<file path="src/rtl/draw_pkg.sv">
// Shared opcodes, FSM state encoding and rectangle type for the draw command decoder.
package draw_pkg;

    localparam logic [7:0] OP_SETFRAME    = 8'h20;
    localparam logic [7:0] OP_SETDRAWAREA = 8'h21;
    localparam logic [7:0] OP_SETFCOLOR   = 8'h23;
    localparam logic [7:0] OP_PATBLT      = 8'h81;
    localparam logic [7:0] OP_EODL        = 8'h0F;
    localparam logic [7:0] OP_NOP         = 8'h00;

    localparam int unsigned RECT_CW = 16;

    typedef enum logic [2:0] {
        ST_IDLE,
        ST_OP,
        ST_P1,
        ST_P2,
        ST_CLIP,
        ST_ISSUE,
        ST_DRAIN
    } state_t;

    typedef struct packed {
        logic [RECT_CW-1:0] x;
        logic [RECT_CW-1:0] y;
        logic [RECT_CW-1:0] w;
        logic [RECT_CW-1:0] h;
    } rect_t;

endpackage

</file>
<file path="src/rtl/draw_clip.sv">
// Combinational clip of an area-relative rectangle against the draw area and frame.
module draw_clip #(
    parameter int unsigned CW = 16
) (
    input  logic [CW-1:0] area_x_i,
    input  logic [CW-1:0] area_y_i,
    input  logic [CW-1:0] area_w_i,
    input  logic [CW-1:0] area_h_i,
    input  logic [CW-1:0] frame_w_i,
    input  logic [CW-1:0] frame_h_i,
    input  logic [CW-1:0] pos_x_i,
    input  logic [CW-1:0] pos_y_i,
    input  logic [CW-1:0] size_x_i,
    input  logic [CW-1:0] size_y_i,
    output logic [CW-1:0] x_o,
    output logic [CW-1:0] y_o,
    output logic [CW-1:0] w_o,
    output logic [CW-1:0] h_o,
    output logic          empty_o
);

    // Two guard bits keep origin+pos+size from wrapping for any field values.
    localparam int unsigned XW = CW + 2;

    // Result packs {empty, origin, length}.
    function automatic logic [2*CW:0] clip_axis(
        input logic [CW-1:0] org,
        input logic [CW-1:0] len,
        input logic [CW-1:0] pos,
        input logic [CW-1:0] size,
        input logic [CW-1:0] lim
    );
        logic [XW-1:0] a;
        logic [XW-1:0] e;
        logic [XW-1:0] e_area;
        logic [XW-1:0] e_frame;
        logic [2*CW:0] r;
        a       = XW'(org) + XW'(pos);
        e       = a + XW'(size);
        e_area  = XW'(org) + XW'(len);
        e_frame = XW'(lim);
        if (e_area < e) e = e_area;
        if (e_frame < e) e = e_frame;
        r = '0;
        if (a >= e) begin
            r[2*CW] = 1'b1;
        end else begin
            r[2*CW-1:CW] = a[CW-1:0];
            r[CW-1:0]    = CW'(e - a);
        end
        return r;
    endfunction

    logic [2*CW:0] cx;
    logic [2*CW:0] cy;

    assign cx = clip_axis(area_x_i, area_w_i, pos_x_i, size_x_i, frame_w_i);
    assign cy = clip_axis(area_y_i, area_h_i, pos_y_i, size_y_i, frame_h_i);

    assign empty_o = cx[2*CW] | cy[2*CW];
    assign x_o     = cx[2*CW-1:CW];
    assign w_o     = cx[CW-1:0];
    assign y_o     = cy[2*CW-1:CW];
    assign h_o     = cy[CW-1:0];

endmodule

</file>
<file path="src/rtl/draw_cmd_decoder.sv">
// Draw command list decoder: pops DRAWCMD words, holds the drawing state and
// issues one clipped absolute rectangle request per PATBLT to the pixel writer.
module draw_cmd_decoder
    import draw_pkg::*;
#(
    parameter int unsigned CW   = 16,
    parameter int unsigned ADRW = 32
) (
    input  logic            ACLK,
    input  logic            ARST,
    input  logic            start,
    input  logic [31:0]     cmd_data,
    input  logic            cmd_valid,
    output logic            cmd_ready,
    output logic            blt_valid,
    input  logic            blt_ready,
    output logic [CW-1:0]   blt_x,
    output logic [CW-1:0]   blt_y,
    output logic [CW-1:0]   blt_w,
    output logic [CW-1:0]   blt_h,
    output logic [23:0]     blt_color,
    output logic [ADRW-1:0] blt_vram,
    output logic [CW-1:0]   blt_stride,
    input  logic            wr_idle,
    output logic            busy,
    output logic            done,
    output logic            err
);

    state_t          state_q;
    logic [7:0]      op_q;
    logic [ADRW-1:0] vram_q;
    logic [CW-1:0]   frame_w_q;
    logic [CW-1:0]   frame_h_q;
    logic [CW-1:0]   area_x_q;
    logic [CW-1:0]   area_y_q;
    logic [CW-1:0]   area_w_q;
    logic [CW-1:0]   area_h_q;
    logic [23:0]     color_q;
    logic [CW-1:0]   pos_x_q;
    logic [CW-1:0]   pos_y_q;
    logic [CW-1:0]   size_x_q;
    logic [CW-1:0]   size_y_q;
    rect_t           blt_q;
    logic            blt_valid_q;
    logic            busy_q;
    logic            done_q;
    logic            err_q;

    logic [7:0]      cmd_op;
    logic [CW-1:0]   cmd_hi;
    logic [CW-1:0]   cmd_lo;
    logic [CW-1:0]   clip_x;
    logic [CW-1:0]   clip_y;
    logic [CW-1:0]   clip_w;
    logic [CW-1:0]   clip_h;
    logic            clip_empty;
    rect_t           clip_rect_d;

    assign cmd_op = cmd_data[31:24];
    assign cmd_hi = CW'(cmd_data[31:16]);
    assign cmd_lo = CW'(cmd_data[15:0]);

    draw_clip #(
        .CW (CW)
    ) u_clip (
        .area_x_i  (area_x_q),
        .area_y_i  (area_y_q),
        .area_w_i  (area_w_q),
        .area_h_i  (area_h_q),
        .frame_w_i (frame_w_q),
        .frame_h_i (frame_h_q),
        .pos_x_i   (pos_x_q),
        .pos_y_i   (pos_y_q),
        .size_x_i  (size_x_q),
        .size_y_i  (size_y_q),
        .x_o       (clip_x),
        .y_o       (clip_y),
        .w_o       (clip_w),
        .h_o       (clip_h),
        .empty_o   (clip_empty)
    );

    always_comb begin
        clip_rect_d   = '0;
        clip_rect_d.x = RECT_CW'(clip_x);
        clip_rect_d.y = RECT_CW'(clip_y);
        clip_rect_d.w = RECT_CW'(clip_w);
        clip_rect_d.h = RECT_CW'(clip_h);
    end

    always_ff @(posedge ACLK) begin
        if (ARST) begin
            state_q     <= ST_IDLE;
            op_q        <= '0;
            vram_q      <= '0;
            frame_w_q   <= '0;
            frame_h_q   <= '0;
            area_x_q    <= '0;
            area_y_q    <= '0;
            area_w_q    <= '0;
            area_h_q    <= '0;
            color_q     <= '0;
            pos_x_q     <= '0;
            pos_y_q     <= '0;
            size_x_q    <= '0;
            size_y_q    <= '0;
            blt_q       <= '0;
            blt_valid_q <= 1'b0;
            busy_q      <= 1'b0;
            done_q      <= 1'b0;
            err_q       <= 1'b0;
        end else begin
            done_q <= 1'b0;
            case (state_q)
                ST_IDLE: begin
                    if (start) begin
                        state_q <= ST_OP;
                        busy_q  <= 1'b1;
                        err_q   <= 1'b0;
                    end
                end
                ST_OP: begin
                    if (cmd_valid) begin
                        op_q <= cmd_op;
                        case (cmd_op)
                            OP_SETFRAME, OP_SETDRAWAREA, OP_SETFCOLOR, OP_PATBLT:
                                state_q <= ST_P1;
                            OP_EODL: state_q <= ST_DRAIN;
                            OP_NOP:  state_q <= ST_OP;
                            default: begin
                                // Abort: leave the rest of the list in the FIFO.
                                err_q   <= 1'b1;
                                done_q  <= 1'b1;
                                busy_q  <= 1'b0;
                                state_q <= ST_IDLE;
                            end
                        endcase
                    end
                end
                ST_P1: begin
                    if (cmd_valid) begin
                        case (op_q)
                            OP_SETFRAME: begin
                                vram_q  <= ADRW'(cmd_data);
                                state_q <= ST_P2;
                            end
                            OP_SETDRAWAREA: begin
                                area_x_q <= cmd_hi;
                                area_y_q <= cmd_lo;
                                state_q  <= ST_P2;
                            end
                            OP_SETFCOLOR: begin
                                color_q <= cmd_data[23:0];
                                state_q <= ST_OP;
                            end
                            OP_PATBLT: begin
                                pos_x_q <= cmd_hi;
                                pos_y_q <= cmd_lo;
                                state_q <= ST_P2;
                            end
                            default: state_q <= ST_OP;
                        endcase
                    end
                end
                ST_P2: begin
                    if (cmd_valid) begin
                        case (op_q)
                            OP_SETFRAME: begin
                                frame_w_q <= cmd_hi;
                                frame_h_q <= cmd_lo;
                                state_q   <= ST_OP;
                            end
                            OP_SETDRAWAREA: begin
                                area_w_q <= cmd_hi;
                                area_h_q <= cmd_lo;
                                state_q  <= ST_OP;
                            end
                            OP_PATBLT: begin
                                size_x_q <= cmd_hi;
                                size_y_q <= cmd_lo;
                                state_q  <= ST_CLIP;
                            end
                            default: state_q <= ST_OP;
                        endcase
                    end
                end
                ST_CLIP: begin
                    if (clip_empty) begin
                        state_q <= ST_OP;
                    end else begin
                        blt_q       <= clip_rect_d;
                        blt_valid_q <= 1'b1;
                        state_q     <= ST_ISSUE;
                    end
                end
                ST_ISSUE: begin
                    if (blt_ready) begin
                        blt_valid_q <= 1'b0;
                        state_q     <= ST_OP;
                    end
                end
                ST_DRAIN: begin
                    if (wr_idle) begin
                        done_q  <= 1'b1;
                        busy_q  <= 1'b0;
                        state_q <= ST_IDLE;
                    end
                end
                default: state_q <= ST_IDLE;
            endcase
        end
    end

    assign cmd_ready  = (state_q == ST_OP) || (state_q == ST_P1) || (state_q == ST_P2);
    assign blt_valid  = blt_valid_q;
    assign blt_x      = CW'(blt_q.x);
    assign blt_y      = CW'(blt_q.y);
    assign blt_w      = CW'(blt_q.w);
    assign blt_h      = CW'(blt_q.h);
    assign blt_color  = color_q;
    assign blt_vram   = vram_q;
    assign blt_stride = frame_w_q;
    assign busy       = busy_q;
    assign done       = done_q;
    assign err        = err_q;

endmodule

</file>
<file path="config.mk">
export PLATFORM = sky130hd
export DESIGN_NAME = draw_cmd_decoder
export DESIGN_NICKNAME = d
export VERILOG_FILES = /design/src/rtl/draw_pkg.sv /design/src/rtl/draw_clip.sv /design/src/rtl/draw_cmd_decoder.sv
export SDC_FILE = /design/constraint.sdc
export NUM_CORES = 1
export LEC_CHECK = 0
export BUFFER_PORTS_ARGS = -buffer_cell sky130_fd_sc_hd__buf_2
export CORE_UTILIZATION = 45
export CTS_BUF_LIST = sky130_fd_sc_hd__clkbuf_2 sky130_fd_sc_hd__clkbuf_4 sky130_fd_sc_hd__clkbuf_8
export DETAILED_ROUTE_END_ITERATION = 7
export PLACE_DENSITY = 0.68
export SYNTH_ARGS = -nofsm -noshare
export SYNTH_HDL_FRONTEND = slang
export SYNTH_SLANG_ARGS = --single-unit
</file>
<file path="constraint.sdc">
create_clock -name ACLK -period 9.95 [get_ports ACLK]
set_input_delay 1.4925 -clock ACLK [delete_from_list [all_inputs] [get_ports ACLK]]
set_output_delay 1.4925 -clock ACLK [all_outputs]
set_load 0.1 [all_outputs]
</file>
==> flow_metrics.env, run 1 <==
export IMPL_status="complete, no violations"
export IMPL_dr_pass1_iters=8
export IMPL_cp_start_kind="register"
export IMPL_synth_edf_count=0
export IMPL_dpl_cell_count=3287
export IMPL_final_cells=3419
export IMPL_max_freq_mhz=103.3
export IMPL_critPathCaptureType="register"
export IMPL_finalWirelength_um=63190
export IMPL_min_period_ns=9.682
export IMPL_synthArstFlopShare_pct=0
export IMPL_hold_viol_final=0
export IMPL_syn_avg_cell_area_um2=7.802
export IMPL_rr_worst_depth=48
export IMPL_drt_iter0_markers=1273
export IMPL_r2r_end="blt_h[14]"
export IMPL_synth_top_area_share_pct=30.01
export IMPL_grt_pass1_wl_um=96400
export IMPL_cts_root_buf="clkbuf_8"
export IMPL_min_path_cells=2
export IMPL_routed_via_density=5.581
export IMPL_drc=0
export IMPL_ys_top_cells_by_area="dfxtp_1, ha_1, nand2_1"
export IMPL_rsz0062_at_grt="yes"
export IMPL_antenna_left=0
export IMPL_core_um2=43080
export IMPL_nFillCells=3997
export IMPL_synthFlopType="dfxtp_1"
export IMPL_antenna_found_initial=0
export IMPL_first_global_vias=17594
export IMPL_place_hpwl_um=47570
export IMPL_worstSetupPathType="register to register"
export IMPL_start_util_pct=45.68
export IMPL_leakage_nw=10.75
export IMPL_max_cap_viol_count=0
export IMPL_fin_skew_ns=0.04054
export IMPL_reg2reg_from="area_y_q[0]"
export IMPL_hold_ws_ns=0.4534
export IMPL_peakVddDrop_mv=0.09605
export IMPL_yosys_register_bits=295
export IMPL_via_count=19080
export IMPL_yosysMostFrequentCell="nand2_1"
export IMPL_ioPinCount=179
export IMPL_overflow=0
export IMPL_h_tree_depth=2
export IMPL_largest_reg_flops=32
export IMPL_nets=3056
export IMPL_n_antenna_cell=0
export IMPL_area_delta_synth_final_pct=21.12
export IMPL_setup_viol=0
export IMPL_crit_top_cell="a21oi_2"
export IMPL_port_buffers=178
export IMPL_netlist_top_cell_by_area="dfxtp_1"
export IMPL_syn_area_um2=19680
export IMPL_cts_sinks=295
export IMPL_cts_tree="done"
export IMPL_clkTransAtPathRegs_ns=0.06
export IMPL_fin_crit_sh_pct=97.31
export IMPL_hp_class="register to register"
export IMPL_grt_max_degree=124
export IMPL_synthCells=2522
export IMPL_maxSlewHeadroom_pct=17.33
export IMPL_die_area_um2=44570
export IMPL_row_count=76
export IMPL_cts_buffers=53
export IMPL_required_ns=10.48
export IMPL_crit_path_max_fanout=7
export IMPL_slew_violations=0
export IMPL_r2r_slack_ns=0.27
export IMPL_max_stage_delay_ns=0.40
export IMPL_die_h_um=211.1
export IMPL_fp_dieW_um=211.1
export IMPL_gp_congestion=0.9278
export IMPL_tightest_slew_ns=1.229
export IMPL_yosysWarnings=0
export IMPL_p_per_area_nw_per_um2=108.4
export IMPL_wl_per_cell_um=18.48
export IMPL_synth_common_cells="nand2_1, a21oi_1, dfxtp_1"
export IMPL_final_layout_size_suffix_gt1_share_pct=20.25
export IMPL_ys_types=86
export IMPL_grt_usage_pct=27.44
export IMPL_worstPathArrival_ns=10.21
export IMPL_min_from="blt_color[21]"
export IMPL_crit_path_start="area_y_q[0]"
export IMPL_holdPathEnd="blt_color[21]"
export IMPL_clock_path_buffers=3
export IMPL_cpMaxStageDelayCell="fa_2"
export IMPL_seq_area_frac_synth_pct=30.01
export IMPL_insertion_delay_ns=0.67
## metrics by stage
step | instance area, µm² | worst slack (ns) | setup TNS [ns] | util, % | power (W)
2_1_floorplan | 19680 | 0.05663 | 0 | - | 0.001262
3_3_place_gp | 21810 | 0.06680 | 0 | 50.64 | 0.001303
3_5_place_dp | 21810 | -0.09873 | -0.1629 | 50.64 | 0.001304
4_1_cts | 23100 | 0.007871 | 0 | 53.63 | 0.002609
5_1_grt | 23830 | -0.1791 | -5.034 | 55.32 | 0.002665
6_report | 23830 | 0.2675 | 0 | 55.32 | 0.002584
## power by group
group	leakage [nW]	total, W	internal, W	switching (W)
sequential	2.38	0.00119	0.00118	0.00000429
combinational	7.74	0.0000922	0.0000165	0.0000757
clock	0.639	0.00130	0.000749	0.000555
total	10.8	0.00258	0.00195	0.000635
## kinds of logic (layout without fill, tap and decap cells)
group                    after synthesis  count (layout)  share of synthesized area (%)
XOR/XNOR                              97              97                          4.318
flip-flops                           295             295                          30.01
buffers and inverters                249             560                          4.915
adder cells (fa/ha/maj)              226             226                          14.68
AND/OR/NAND/NOR                      859             859                          18.31
multiplexers                         131             131                          7.211
AO/OA/AOI/OAI                        664             664                          20.54
other                                  1               2                        0.01906
## critical path, delay by kind of cell (launching register included)
kind / cells / cell delay [ns]
DFF: 1 / 0.36
xor gates and xnor gates: 2 / 0.32
buffers and inverters: 6 / 0.82
AOI/OAI and AO/OA: 25 / 4.79
adders and majority gates: 6 / 1.63
and+or+nand+nor: 6 / 0.83
muxes: 3 / 0.78
## worst max path at each step
stage,to,slack [ns],cells past startpoint
5_1_grt,blt_h[14],-0.18,51
4_1_cts,blt_h[14],0.008,48
3_5_place_dp,blt_h[14],-0.1,48
2_1_floorplan,blt_h[14],0.06,51
3_3_place_gp,blt_h[2],0.07,50
6_report,blt_h[14],0.27,48
## layout make-up
cell class	count	area, µm²	share of cell area [%]
Multi-Input combinational cell	1979	13310	55.84
Sequential cell	295	5914	24.82
Timing Repair Buffer	338	2200	9.230
Clock buffer	79	993.5	4.169
Tap cell	585	732.0	3.071
Inverter	125	469.2	1.969
Clock inverter	18	216.5	0.9083
## what timing repair did
item | CTS | global route
hold buffers | 0 | 0
gates cloned | 0 | 3
pin swaps | 2 | 68
setup endpoints to repair | 34 | 66
buffers inserted | 3 | 29
resized for setup | 10 | 122
## cells in the final DEF (no fill, tap or decap), types with 12 or more instances in the layout
master	instances
mux2_1	14
a21oi_1	330
nand2_1	526
nand2b_1	18
o21ai_1	18
a211oi_1	16
mux2_4	22
nand3_1	28
ha_1	208
o21a_1	24
nor3_1	41
o21bai_1	12
a21oi_2	31
xor2_1	25
inv_1	121
clkbuf_8	65
nor2b_1	16
buf_4	149
xnor2_1	65
clkbuf_4	15
a31oi_1	12
o21ai_0	48
mux2i_1	89
buf_2	177
a21o_1	58
nor2_1	152
dfxtp_1	290
## metal layers
metal  vias up  GRT usage [%]  wire length [µm]
li1       9310              -                 -
met1      9082          39.42             30390
met2       595          42.09             27350
met3        93          4.178              4056
met4         0          8.096              1400
met5         -              0                 0
Power figures use the tool's default switching activity.
==> inputs of run 2 (changes only) <==
--- a/config.mk
+++ b/config.mk
@@ -11,4 +11,5 @@
 export DETAILED_ROUTE_END_ITERATION = 7
 export PLACE_DENSITY = 0.68
+export REMOVE_ABC_BUFFERS = 1
 export SYNTH_ARGS = -nofsm -noshare
 export SYNTH_HDL_FRONTEND = slang
==> constraint.sdc (replaced) <==
create_clock -name ACLK -period 9.95 [get_ports ACLK]
set_input_delay 0.4975 -clock ACLK [delete_from_list [all_inputs] [get_ports ACLK]]
set_output_delay 0.4975 -clock ACLK [all_outputs]
set_load 0.1 [all_outputs]
==> run 2 against run 1 <==
  * First-iteration DRC count decreased by 7.2%
  * Setup slack improved by 0.026 ns
  * Count of clock-buffer cells in the layout rose by 3
  * Register-to-register slack improved by 0.03 ns
  * Critical path type unchanged
  * Critical endpoint unchanged
==> flow_metrics.env, run 2 (same netlist as run 1, synthesis figures left out) <==
export IMPL_worst_slack_ns=0.2938
export IMPL_cpMaxStageDelayCell="fa_2"
export IMPL_grt_usage_pct=25.79
export IMPL_area_delta_synth_final_pct=19.94
export IMPL_crit_path_max_fanout=4
export IMPL_cts_tree="done"
export IMPL_largest_reg_flops=32
export IMPL_drc=0
export IMPL_tns_ns=0
export IMPL_cts_buffers=54
export IMPL_nets=3037
export IMPL_max_cap_viol_count=0
export IMPL_leakage_nw=10.61
export IMPL_port_buffers=178
export IMPL_hold_viol_final=0
export IMPL_final_common_cell="nand2_1"
export IMPL_fp_dieW_um=211.1
export IMPL_h_tree_depth=2
export IMPL_fin_skew_ns=0.01806
export IMPL_cts_sinks=295
export IMPL_r2r_slack_ns=0.29
export IMPL_min_path_cells=3
export IMPL_die_h_um=211.1
export IMPL_layout_common_cells="nand2_1, a21oi_1, dfxtp_1"
export IMPL_rsz0062_at_grt="yes"
export IMPL_clock_path_buffers=3
export IMPL_cp_num_cells=50
export IMPL_final_layout_size_suffix_gt1_share_pct=19.30
export IMPL_setup_viol=0
export IMPL_dr_pass1_iters=5
export IMPL_grt_max_degree=114
export IMPL_overflow=0
export IMPL_core_um2=43080
export IMPL_path_buf_inv=5
export IMPL_max_stage_delay_ns=0.37
export IMPL_cp_start_kind="register"
export IMPL_antenna_left=0
export IMPL_worstSetupPathType="register to register"
export IMPL_tightest_slew_ns=1.186
export IMPL_status="complete, no violations"
export IMPL_gp_congestion=0.9050
export IMPL_required_ns=10.44
export IMPL_slew_violations=0
export IMPL_ioPinCount=179
export IMPL_fin_crit_sh_pct=97.05
export IMPL_first_global_vias=17537
export IMPL_cts_root_buf="clkbuf_8"
export IMPL_hp_class="input pin to register"
export IMPL_fin_util_pct=54.79
export IMPL_row_count=76
export IMPL_routed_via_density=5.511
export IMPL_critPathTopFamily="compound AO/OA/AOI/OAI gates"
export IMPL_maxSlewHeadroom_pct=20.73
export IMPL_post_place_ws_ns=-0.1397
export IMPL_place_hpwl_um=44710
export IMPL_antenna_found_initial=0
export IMPL_fin_total_pwr_w=0.002556
export IMPL_wl_per_cell_um=17.49
export IMPL_start_util_pct=45.68
export IMPL_drt_iter0_markers=1181
export IMPL_p_per_area_nw_per_um2=108.3
export IMPL_rr_worst_depth=50
export IMPL_finalWirelength_um=59380
export IMPL_grt_pass1_wl_um=92180
export IMPL_worstPathArrival_ns=10.15
export IMPL_nFillCells=4056
export IMPL_insertion_delay_ns=0.66
export IMPL_peakVddDrop_mv=0.09611
export IMPL_clkTransAtPathRegs_ns=0.06
export IMPL_min_period_ns=9.656
export IMPL_via_count=18709
export IMPL_max_freq_mhz=103.6
export IMPL_critPathCaptureType="register"
export IMPL_die_area_um2=44570
## run 2: power by group
part           total [W]  internal (W)  switching, W
logic          0.0000869     0.0000164     0.0000705
registers        0.00119       0.00118    0.00000505
clock network    0.00128      0.000748      0.000532
total            0.00256       0.00195      0.000607
## run 2: layer usage
layer	part of all wire, %	global-route usage, %
met5	0	0
met3	5.9	3.776
met1	49	37.18
met4	1.6	6.897
met2	44	39.81
## run 2: cell type report
type	count	area [µm²]	share of cell area, %
clock inverters	10	138.9	0.5885
diodes	1	2.502	0.01060
inverters	125	471.7	1.999
multi-input cells	1980	13290	56.31
well taps	585	732.0	3.101
repair buffers	317	1994	8.451
flip-flops and latches	295	5917	25.07
clock buffers	82	1054	4.464
## run 2: through the flow
step / std cells / hold WS [ns] / area (µm²)
2_1_floorplan: 2399 / 0.4339 / 19180
3_5_place_dp: 3269 / 0.4455 / 21690
4_1_cts: 3365 / 0.09737 / 22950
6_report: 3395 / 0.1668 / 23600
5_1_grt: 3394 / 0.1419 / 23600
3_3_place_gp: 3269 / 0.4394 / 21690
## run 2: repair_timing
action / 4_1_cts / 5_1_grt
pin swaps: 5 / 76
setup endpoints to repair: 57 / 66
hold buffers: 0 / 0
setup buffers: 4 / 27
gates resized for setup: 11 / 113
cloned: 0 / 2
## run 2: final timing paths
| kind | from | endpoint |
|---|---|---|
| worst min-delay path | cmd_data[1] | area_y_q[1] |
| worst max register to register | area_y_q[0] | blt_h[14] |
| worst min register to register | blt_vram[3] | blt_vram[3] |
| worst max-delay path | area_y_q[0] | blt_h[14] |
## run 2: worst register-to-register path: cells and delay by family, from the launching register on
kind | cells | cell delay, ns
flops | 1 | 0.36
compound gates | 28 | 5.00
xor+xnor | 2 | 0.32
mux | 3 | 0.80
fa+ha+maj | 7 | 1.91
buf+inv | 5 | 0.51
simple gates | 5 | 0.57
